--- config.mk ---
export PLATFORM = sky130hd
export DESIGN_NAME = uart_code_rx
export DESIGN_NICKNAME = d
export VERILOG_FILES = /design/src/rtl/uart_pkg.sv /design/src/rtl/uart_rx.sv /design/src/rtl/uart_code_rx.sv
export SDC_FILE = /design/constraint.sdc
export NUM_CORES = 1
export LEC_CHECK = 0
export CORE_MARGIN = 1
export CORE_UTILIZATION = 30
export CTS_CLUSTER_SIZE = 14
export DETAILED_ROUTE_END_ITERATION = 10
export SETUP_SLACK_MARGIN = 0.02
export SLEW_MARGIN = 20
export SYNTH_ARGS = -nofsm -noshare
export SYNTH_HDL_FRONTEND = slang
export SYNTH_SLANG_ARGS = --single-unit
--- constraint.sdc ---
create_clock -name clk -period 2.79 [get_ports clk]
set_clock_uncertainty 0.05 [all_clocks]
set_input_delay 0.558 -clock clk [delete_from_list [all_inputs] [get_ports clk]]
set_output_delay 0.558 -clock clk [all_outputs]
set_load 0.01 [all_outputs]
--- src/rtl/uart_pkg.sv ---
`timescale 1ns/1ps
// Shared types and constants for the barcode UART receive path.
// Latency: n/a (package only).
// Backpressure: n/a (package only).
// Contents: bit-FSM and parser state enums, frame prefix/terminator characters,
// BCD code vector type, prefix lookup and EAN-13 check-digit helpers.
package uart_pkg;

    localparam int DIGIT_NUM  = 13;
    localparam int PREFIX_LEN = 5;

    localparam logic [7:0] CHAR_CR = 8'h0D;
    localparam logic [7:0] CHAR_LF = 8'h0A;
    localparam logic [7:0] CHAR_C  = 8'h43;

    // Packed so that PREFIX[4] is 'C' and PREFIX[0] is ':'.
    localparam logic [PREFIX_LEN-1:0][7:0] PREFIX = "Code:";

    typedef enum logic [1:0] {
        BIT_IDLE,
        BIT_START,
        BIT_DATA,
        BIT_STOP
    } bit_state_t;

    typedef enum logic [1:0] {
        P_HUNT,
        P_DIGIT,
        P_CR,
        P_LF
    } parse_state_t;

    typedef logic [DIGIT_NUM-1:0][3:0] bcd_t;

    // Character expected at prefix position idx (0 = 'C').
    function automatic logic [7:0] prefix_char(input logic [2:0] idx);
        return PREFIX[3'(PREFIX_LEN - 1) - idx];
    endfunction

    // EAN-13 check digit from the weighted sum of the first twelve digits.
    function automatic logic [3:0] ean_check(input logic [7:0] sum);
        logic [3:0] r;
        r = 4'(sum % 8'd10);
        return (r == 4'd0) ? 4'd0 : 4'(4'd10 - r);
    endfunction

endpackage

--- src/rtl/uart_rx.sv ---
`timescale 1ns/1ps
// 8N1 UART byte receiver: 2-flop synchroniser, start-bit glitch filter, mid-bit sampling.
// Latency: recv_en/frame_err rise one clk after the stop-bit mid-sample.
// Backpressure: none; strobes are one cycle and must be consumed when presented.
// Ports: clk, rst (sync, active high), rx_pin (async line, idle high),
//        recv_data (last good byte), recv_en (good-byte strobe), frame_err (stop bit low strobe).
module uart_rx
    import uart_pkg::*;
#(
    parameter int CLK_FRE   = 50,
    parameter int UART_RATE = 115200
) (
    input  logic       clk,
    input  logic       rst,
    input  logic       rx_pin,
    output logic [7:0] recv_data,
    output logic       recv_en,
    output logic       frame_err
);

    localparam int BIT_CYC = CLK_FRE * 1_000_000 / UART_RATE;
    localparam int HALF    = BIT_CYC / 2;
    localparam int CW      = $clog2(BIT_CYC);

    logic             rx_meta;
    logic             rx_sync;
    logic             rx_prev;
    bit_state_t       state;
    bit_state_t       state_nxt;
    logic [CW-1:0]    cyc_cnt;
    logic [2:0]       bit_idx;
    logic [7:0]       shift;
    logic             half_tick;
    logic             bit_tick;

    assign half_tick = (cyc_cnt == CW'(HALF - 1));
    assign bit_tick  = (cyc_cnt == CW'(BIT_CYC - 1));

    always_comb begin
        state_nxt = state;
        case (state)
            BIT_IDLE:  if (rx_prev && !rx_sync) state_nxt = BIT_START;
            // A line that is high again at half a bit was a glitch, not a start bit.
            BIT_START: if (half_tick) state_nxt = rx_sync ? BIT_IDLE : BIT_DATA;
            BIT_DATA:  if (bit_tick && bit_idx == 3'd7) state_nxt = BIT_STOP;
            // Leave at the stop mid-sample so a back-to-back start edge is not missed.
            BIT_STOP:  if (bit_tick) state_nxt = BIT_IDLE;
            default:   state_nxt = BIT_IDLE;
        endcase
    end

    always_ff @(posedge clk) begin
        if (rst) begin
            rx_meta   <= 1'b1;
            rx_sync   <= 1'b1;
            rx_prev   <= 1'b1;
            state     <= BIT_IDLE;
            cyc_cnt   <= '0;
            bit_idx   <= '0;
            shift     <= '0;
            recv_data <= '0;
            recv_en   <= 1'b0;
            frame_err <= 1'b0;
        end else begin
            rx_meta   <= rx_pin;
            rx_sync   <= rx_meta;
            rx_prev   <= rx_sync;
            state     <= state_nxt;
            recv_en   <= 1'b0;
            frame_err <= 1'b0;

            if (state == BIT_IDLE || (state == BIT_START && half_tick) || bit_tick)
                cyc_cnt <= '0;
            else
                cyc_cnt <= cyc_cnt + 1'b1;

            if (state == BIT_START)
                bit_idx <= '0;

            if (state == BIT_DATA && bit_tick) begin
                shift   <= {rx_sync, shift[7:1]};
                bit_idx <= bit_idx + 3'd1;
            end

            if (state == BIT_STOP && bit_tick) begin
                if (rx_sync) begin
                    recv_en   <= 1'b1;
                    recv_data <= shift;
                end else begin
                    frame_err <= 1'b1;
                end
            end
        end
    end

endmodule

--- src/rtl/uart_code_rx.sv ---
`timescale 1ns/1ps
// Barcode frame receiver: parses "Code:" + 13 ASCII digits + CR LF from a UART line into BCD.
// Latency: code_valid/code_err one clk after the recv_en (or framing error) that decides the frame.
// Backpressure: none; all outputs are one-cycle strobes, code_data holds until the next good frame.
// Ports: clk, rst (sync, active high), uart_rx (line), recv_data/recv_en (raw bytes),
//        code_data (13 BCD digits, [0] first), code_valid, code_err.
// Option: define UART_CODE_CHECKSUM_EN to require a correct EAN-13 check digit.
module uart_code_rx
    import uart_pkg::*;
#(
    parameter int CLK_FRE   = 50,
    parameter int UART_RATE = 115200
) (
    input  logic       clk,
    input  logic       rst,
    input  logic       uart_rx,
    output logic [7:0] recv_data,
    output logic       recv_en,
    output bcd_t       code_data,
    output logic       code_valid,
    output logic       code_err
);

    logic         frame_err;
    parse_state_t p_state;
    parse_state_t p_state_nxt;
    logic [2:0]   idx;
    logic [2:0]   idx_nxt;
    logic [3:0]   dcnt;
    logic [3:0]   dcnt_nxt;
    bcd_t         shadow;
    logic         shadow_we;
    logic         commit;
    logic         valid_nxt;
    logic         err_nxt;
    logic         is_digit;
    logic [2:0]   restart_idx;
    logic [3:0]   digit;
    logic         sum_ok;
`ifdef UART_CODE_CHECKSUM_EN
    logic [7:0]   sum;
`endif

    uart_rx #(
        .CLK_FRE   (CLK_FRE),
        .UART_RATE (UART_RATE)
    ) u_rx (
        .clk       (clk),
        .rst       (rst),
        .rx_pin    (uart_rx),
        .recv_data (recv_data),
        .recv_en   (recv_en),
        .frame_err (frame_err)
    );

    assign is_digit    = (recv_data >= 8'h30) && (recv_data <= 8'h39);
    assign digit       = recv_data[3:0];
    // A stray 'C' may itself be the start of the next prefix.
    assign restart_idx = (recv_data == CHAR_C) ? 3'd1 : 3'd0;

`ifdef UART_CODE_CHECKSUM_EN
    assign sum_ok = (shadow[DIGIT_NUM-1] == ean_check(sum));
`else
    assign sum_ok = 1'b1;
`endif

    always_comb begin
        p_state_nxt = p_state;
        idx_nxt     = idx;
        dcnt_nxt    = dcnt;
        shadow_we   = 1'b0;
        commit      = 1'b0;
        valid_nxt   = 1'b0;
        err_nxt     = 1'b0;
        if (frame_err) begin
            p_state_nxt = P_HUNT;
            idx_nxt     = 3'd0;
            err_nxt     = (p_state != P_HUNT) || (idx != 3'd0);
        end else if (recv_en) begin
            case (p_state)
                P_HUNT: begin
                    if (recv_data == prefix_char(idx)) begin
                        if (idx == 3'(PREFIX_LEN - 1)) begin
                            p_state_nxt = P_DIGIT;
                            idx_nxt     = 3'd0;
                            dcnt_nxt    = 4'd0;
                        end else begin
                            idx_nxt = idx + 3'd1;
                        end
                    end else begin
                        idx_nxt = restart_idx;
                    end
                end
                P_DIGIT: begin
                    if (is_digit) begin
                        shadow_we = 1'b1;
                        dcnt_nxt  = dcnt + 4'd1;
                        if (dcnt == 4'(DIGIT_NUM - 1))
                            p_state_nxt = P_CR;
                    end else begin
                        err_nxt     = 1'b1;
                        p_state_nxt = P_HUNT;
                        idx_nxt     = restart_idx;
                    end
                end
                P_CR: begin
                    if (recv_data == CHAR_CR) begin
                        p_state_nxt = P_LF;
                    end else begin
                        err_nxt     = 1'b1;
                        p_state_nxt = P_HUNT;
                        idx_nxt     = restart_idx;
                    end
                end
                P_LF: begin
                    p_state_nxt = P_HUNT;
                    if (recv_data == CHAR_LF && sum_ok) begin
                        commit    = 1'b1;
                        valid_nxt = 1'b1;
                        idx_nxt   = 3'd0;
                    end else begin
                        err_nxt = 1'b1;
                        idx_nxt = (recv_data == CHAR_LF) ? 3'd0 : restart_idx;
                    end
                end
                default: begin
                    p_state_nxt = P_HUNT;
                    idx_nxt     = 3'd0;
                end
            endcase
        end
    end

    always_ff @(posedge clk) begin
        if (rst) begin
            p_state    <= P_HUNT;
            idx        <= '0;
            dcnt       <= '0;
            shadow     <= '0;
            code_data  <= '0;
            code_valid <= 1'b0;
            code_err   <= 1'b0;
        end else begin
            p_state    <= p_state_nxt;
            idx        <= idx_nxt;
            dcnt       <= dcnt_nxt;
            code_valid <= valid_nxt;
            code_err   <= err_nxt;
            if (shadow_we)
                shadow[dcnt] <= digit;
            // Whole-vector copy: code_data never shows a partially received frame.
            if (commit)
                code_data <= shadow;
        end
    end

`ifdef UART_CODE_CHECKSUM_EN
    // Digits 0..11 weighted 1,3,1,3...; max 216 so 8 bits never overflow.
    always_ff @(posedge clk) begin
        if (rst) begin
            sum <= '0;
        end else if (recv_en && p_state == P_HUNT && idx == 3'(PREFIX_LEN - 1)) begin
            sum <= '0;
        end else if (shadow_we && dcnt < 4'(DIGIT_NUM - 1)) begin
            sum <= sum + ({4'd0, digit} * (dcnt[0] ? 8'd3 : 8'd1));
        end
    end
`endif

endmodule
==> summary.md <==
| Metric | Value |
|---|---|
| Status | `finished, final reports clean` |
| Die height | `145.5 um` |
| Worst slew pin tran | `~0.7 ns` |
| Max H-tree Level | `4` |
| Period utilization | `93.05%` |
| Most frequent cell after synthesis | `nand2_1` |
| Fin. Hold Viols | `0` |
| Nets | `826` |
| Clk sinks | `150` |
| Fmax | `0.3852 GHz` |
| Global placement routability congestion | `0.8465` |
| MaxCap Viol Count | `0` |
| Mean Syn Cell Area | `8.203 um^2` |
| Cell Pwr Density | `584.6 mW/mm^2` |
| Fin Hold WS | `0.3587 ns` |
| Worst vdd ir | `between 0.4 and 0.5 mV` |
| Width of the die | `145.5 um` |
| Synth Instances | `753` |
| Sw Share | `21.12%` |
| Total core area | `just over 0.02 mm^2` |
| Clock root buffer | `clkbuf_16` |
| Area grow syn2layout | `24.47%` |
| CP arrival | `2.90 ns` |
| Post-CTS Hold Buffers | `0` |
| Leak Pwr | `between 2 and 3 nW` |
| Via Count | `5089` |
| Seq/Total Area, Yosys | `48.61%` |
| WHS Path Cells | `1` |
| Fin crit period | `2.596 ns` |
| RR Startpoint | `idx[0]` |
| Post-synthesis async set-or-reset flop share | `0%` |
| Row cnt | `52` |
| Gr ovfl total | `0` |
| Filler cells | `between 2000 and 2500` |
| Final setup violation count | `0` |
| Internal power | `3.546 mW` |
| CTS tree | `built` |
| Die Area | `about 0.021 mm^2` |
| NetSw | `949.4 uW` |
| Slew Viols, Final | `0` |
| Clk slew on worst S/H paths | `0.07 ns` |
| Mapped cell area | `0.006177 mm^2` |
| Largest net degree at the start of global routing | `84` |
| Initial antenna violation count | `0` |
| Pre-CTS setup slack | `about 0.12 ns` |
| Remaining antenna violation count | `0` |
| DP HPWL | `a little over 9000 um` |
| Hold wc startpoint | `u_rx.rx_meta` |
| Initial core utilization | `about 31%` |
| Post-cts resize count | `0` |
| Relative max-transition margin | `53.05%` |
| Layout cells sized above 1 | `7.371%` |
| Sequential share of power | `between 40% and 50%` |
| Hold path endpoint | `u_rx.rx_sync` |
| Crit path max fanout | `6` |
| Most area-hungry cell type in the Yosys netlist | `dfxtp_1` |
| Post-synth EDFFs | `0` |
| Mapped Nets | `slightly below 800` |
| DRT iter0 DRCs | `about 250` |
| Kind of critical path | `reg -> reg` |
| Top-Level Pins | `66` |
| First-pass GRT wire length | `24340 um` |
| Num CTS Buffers | `17` |
| Vias in the first global route | `4810` |
| Setup tns final | `0 ns` |
| Synth top cells by count | `nand2_1 (187), dfxtp_1 (150), a21oi_1 (110)` |
| RSZ-0062 raised after global routing | `no` |
| Area contributors post-synth | `dfxtp_1 (49%), nand2_1 (11%), a21oi_1 (8.9%)` |
| N_diodes | `0` |
| Post-synth top area share | `48.61%` |
| Pwr Total | `4.495 mW` |
| Critical Path RT | `3.09 ns` |
| CP endpoint kind | `register` |
| Worst Hold Class | `reg -> reg` |
| Post-CTS Setup Bufs | `0` |
| Routed wire length | `14510 um` |
| Reg2Reg Depth | `9` |
| Worst setup margin | `0.1940 ns` |
| I/O Buffers | `65` |
| Clk_lat worst skew | `0.43 ns` |
| Reg2reg setup slack | `0.19 ns` |
| Reg2Reg Capture Point | `idx[0]` |
| Via density | `between 4 and 5` |
| Main synth FF type | `dfxtp_1` |
| DRC viols | `0` |
| Startpoint types | `register` |
| Clock buffer depth | `2` |
| Flops & latches, synth | `150` |
| Total GRT Usage | `14.27%` |
| Power share of the combinational group | `about 1.1%` |
| DRT Pass-1 Iters | `4` |
| YS warnings | `0` |
| Netlist cell types | `52` |
| Clock share of power | `about half` |
| DR WL/cell | `~13 um` |
-- critical path: stages (launching register included) --
cell and delay, ns:
dfxtp_2 0.35, inv_1 0.12, ha_2 0.22, inv_1 0.05
ha_1 0.35, xnor2_1 0.16, or4_4 0.53, nor3_4 0.18
mux2_1 0.35, a31oi_1 0.16
-- cell families after synthesis --
family | share of synthesized area, %
DFF | 48.61
AOI/OAI and AO/OA | 13.11
adders and majority gates | 4.254
xor gates and xnor gates | 1.560
and+or+nand+nor | 24.35
muxes | 3.423
buffers and inverters | 4.699
-- routing by layer --
metal  GRT usage, %  routed length (um)
met1          19.19                7210
met3          4.138                 569
met4          4.263                 210
met2          22.07                6521
met5              0                   0
-- how the worst max path moves through the flow --
stage,slack (ns),startpoint,cells after the start,endpoint
floorplan,0.28,idx[0],9,idx[0]
global placement,0.17,idx[0],9,dcnt[2]
detailed placement,0.12,idx[0],9,dcnt[0]
CTS,0.10,idx[0],9,dcnt[0]
global route,0.03,idx[0],11,p_state[1]
finish,0.19,idx[0],9,idx[0]
-- cells in the final DEF (no fill, tap or decap), types with 3 or more instances in the layout --
cell | netlist | layout
a21oi_1 | 110 | 110
o211ai_1 | 3 | 3
mux2i_1 | 20 | 20
ha_1 | 21 | 20
nor4b_1 | 3 | 3
and3_1 | 6 | 5
nand4_1 | 8 | 8
or2_2 | 3 | 3
nand3_1 | 60 | 59
o21ai_0 | 6 | 6
nand2b_1 | 4 | 4
nand2_1 | 187 | 187
inv_1 | 17 | 17
xnor2_1 | 6 | 6
clkbuf_16 | 0 | 17
xor2_1 | 5 | 5
clkbuf_8 | 0 | 3
inv_6 | 0 | 3
clkdlybuf4s50_1 | 0 | 64
buf_4 | 5 | 15
dfxtp_1 | 150 | 149
o21ai_1 | 6 | 6
nor2_1 | 44 | 44
a31oi_1 | 3 | 3
a22oi_1 | 4 | 4
-- power by group through the flow --
stage | combinational (mW) | clock, mW | sequential [mW]
finish | 0.0475 | 2.30 | 2.15
global route | 0.0524 | 2.46 | 2.15
CTS | 0.0482 | 2.36 | 2.15
detailed placement | 0.0480 | 0 | 2.20
global placement | 0.0481 | 0 | 2.20
floorplan | 0.0355 | 0 | 2.19
-- layout make-up --
cell class	instances	area (um^2)	share of cell area, %
timing repair buffer	81	793.3	10.32
tap	270	337.8	4.394
multi-input combinational	535	2899	37.71
inverter	17	63.81	0.8299
clock inverter	10	120.1	1.562
clock buffer	21	470.5	6.119
sequential	150	3004	39.07
-- through the flow --
stage	util [%]	instance area, um^2	instances
global route	38.00	7689	1084
detailed placement	35.03	7088	1053
global placement	35.03	7088	1053
floorplan	-	6177	753
CTS	37.95	7679	1084
finish	38.00	7689	1084
-- flip-flops by register name, indices dropped and copies added, names as in the netlist, named ones only --
name            count
u_rx.cyc_cnt        9
u_rx.recv_en        1
p_state             2
dcnt                4
u_rx.rx_prev        1
code_data          52
u_rx.shift          8
u_rx.frame_err      1
u_rx.rx_meta        1
code_err            1
u_rx.rx_sync        1
idx                 3
shadow             52
u_rx.recv_data      8
u_rx.state          1
u_rx.bit_idx        3
code_valid          1
Power figures use the tool's default switching activity.
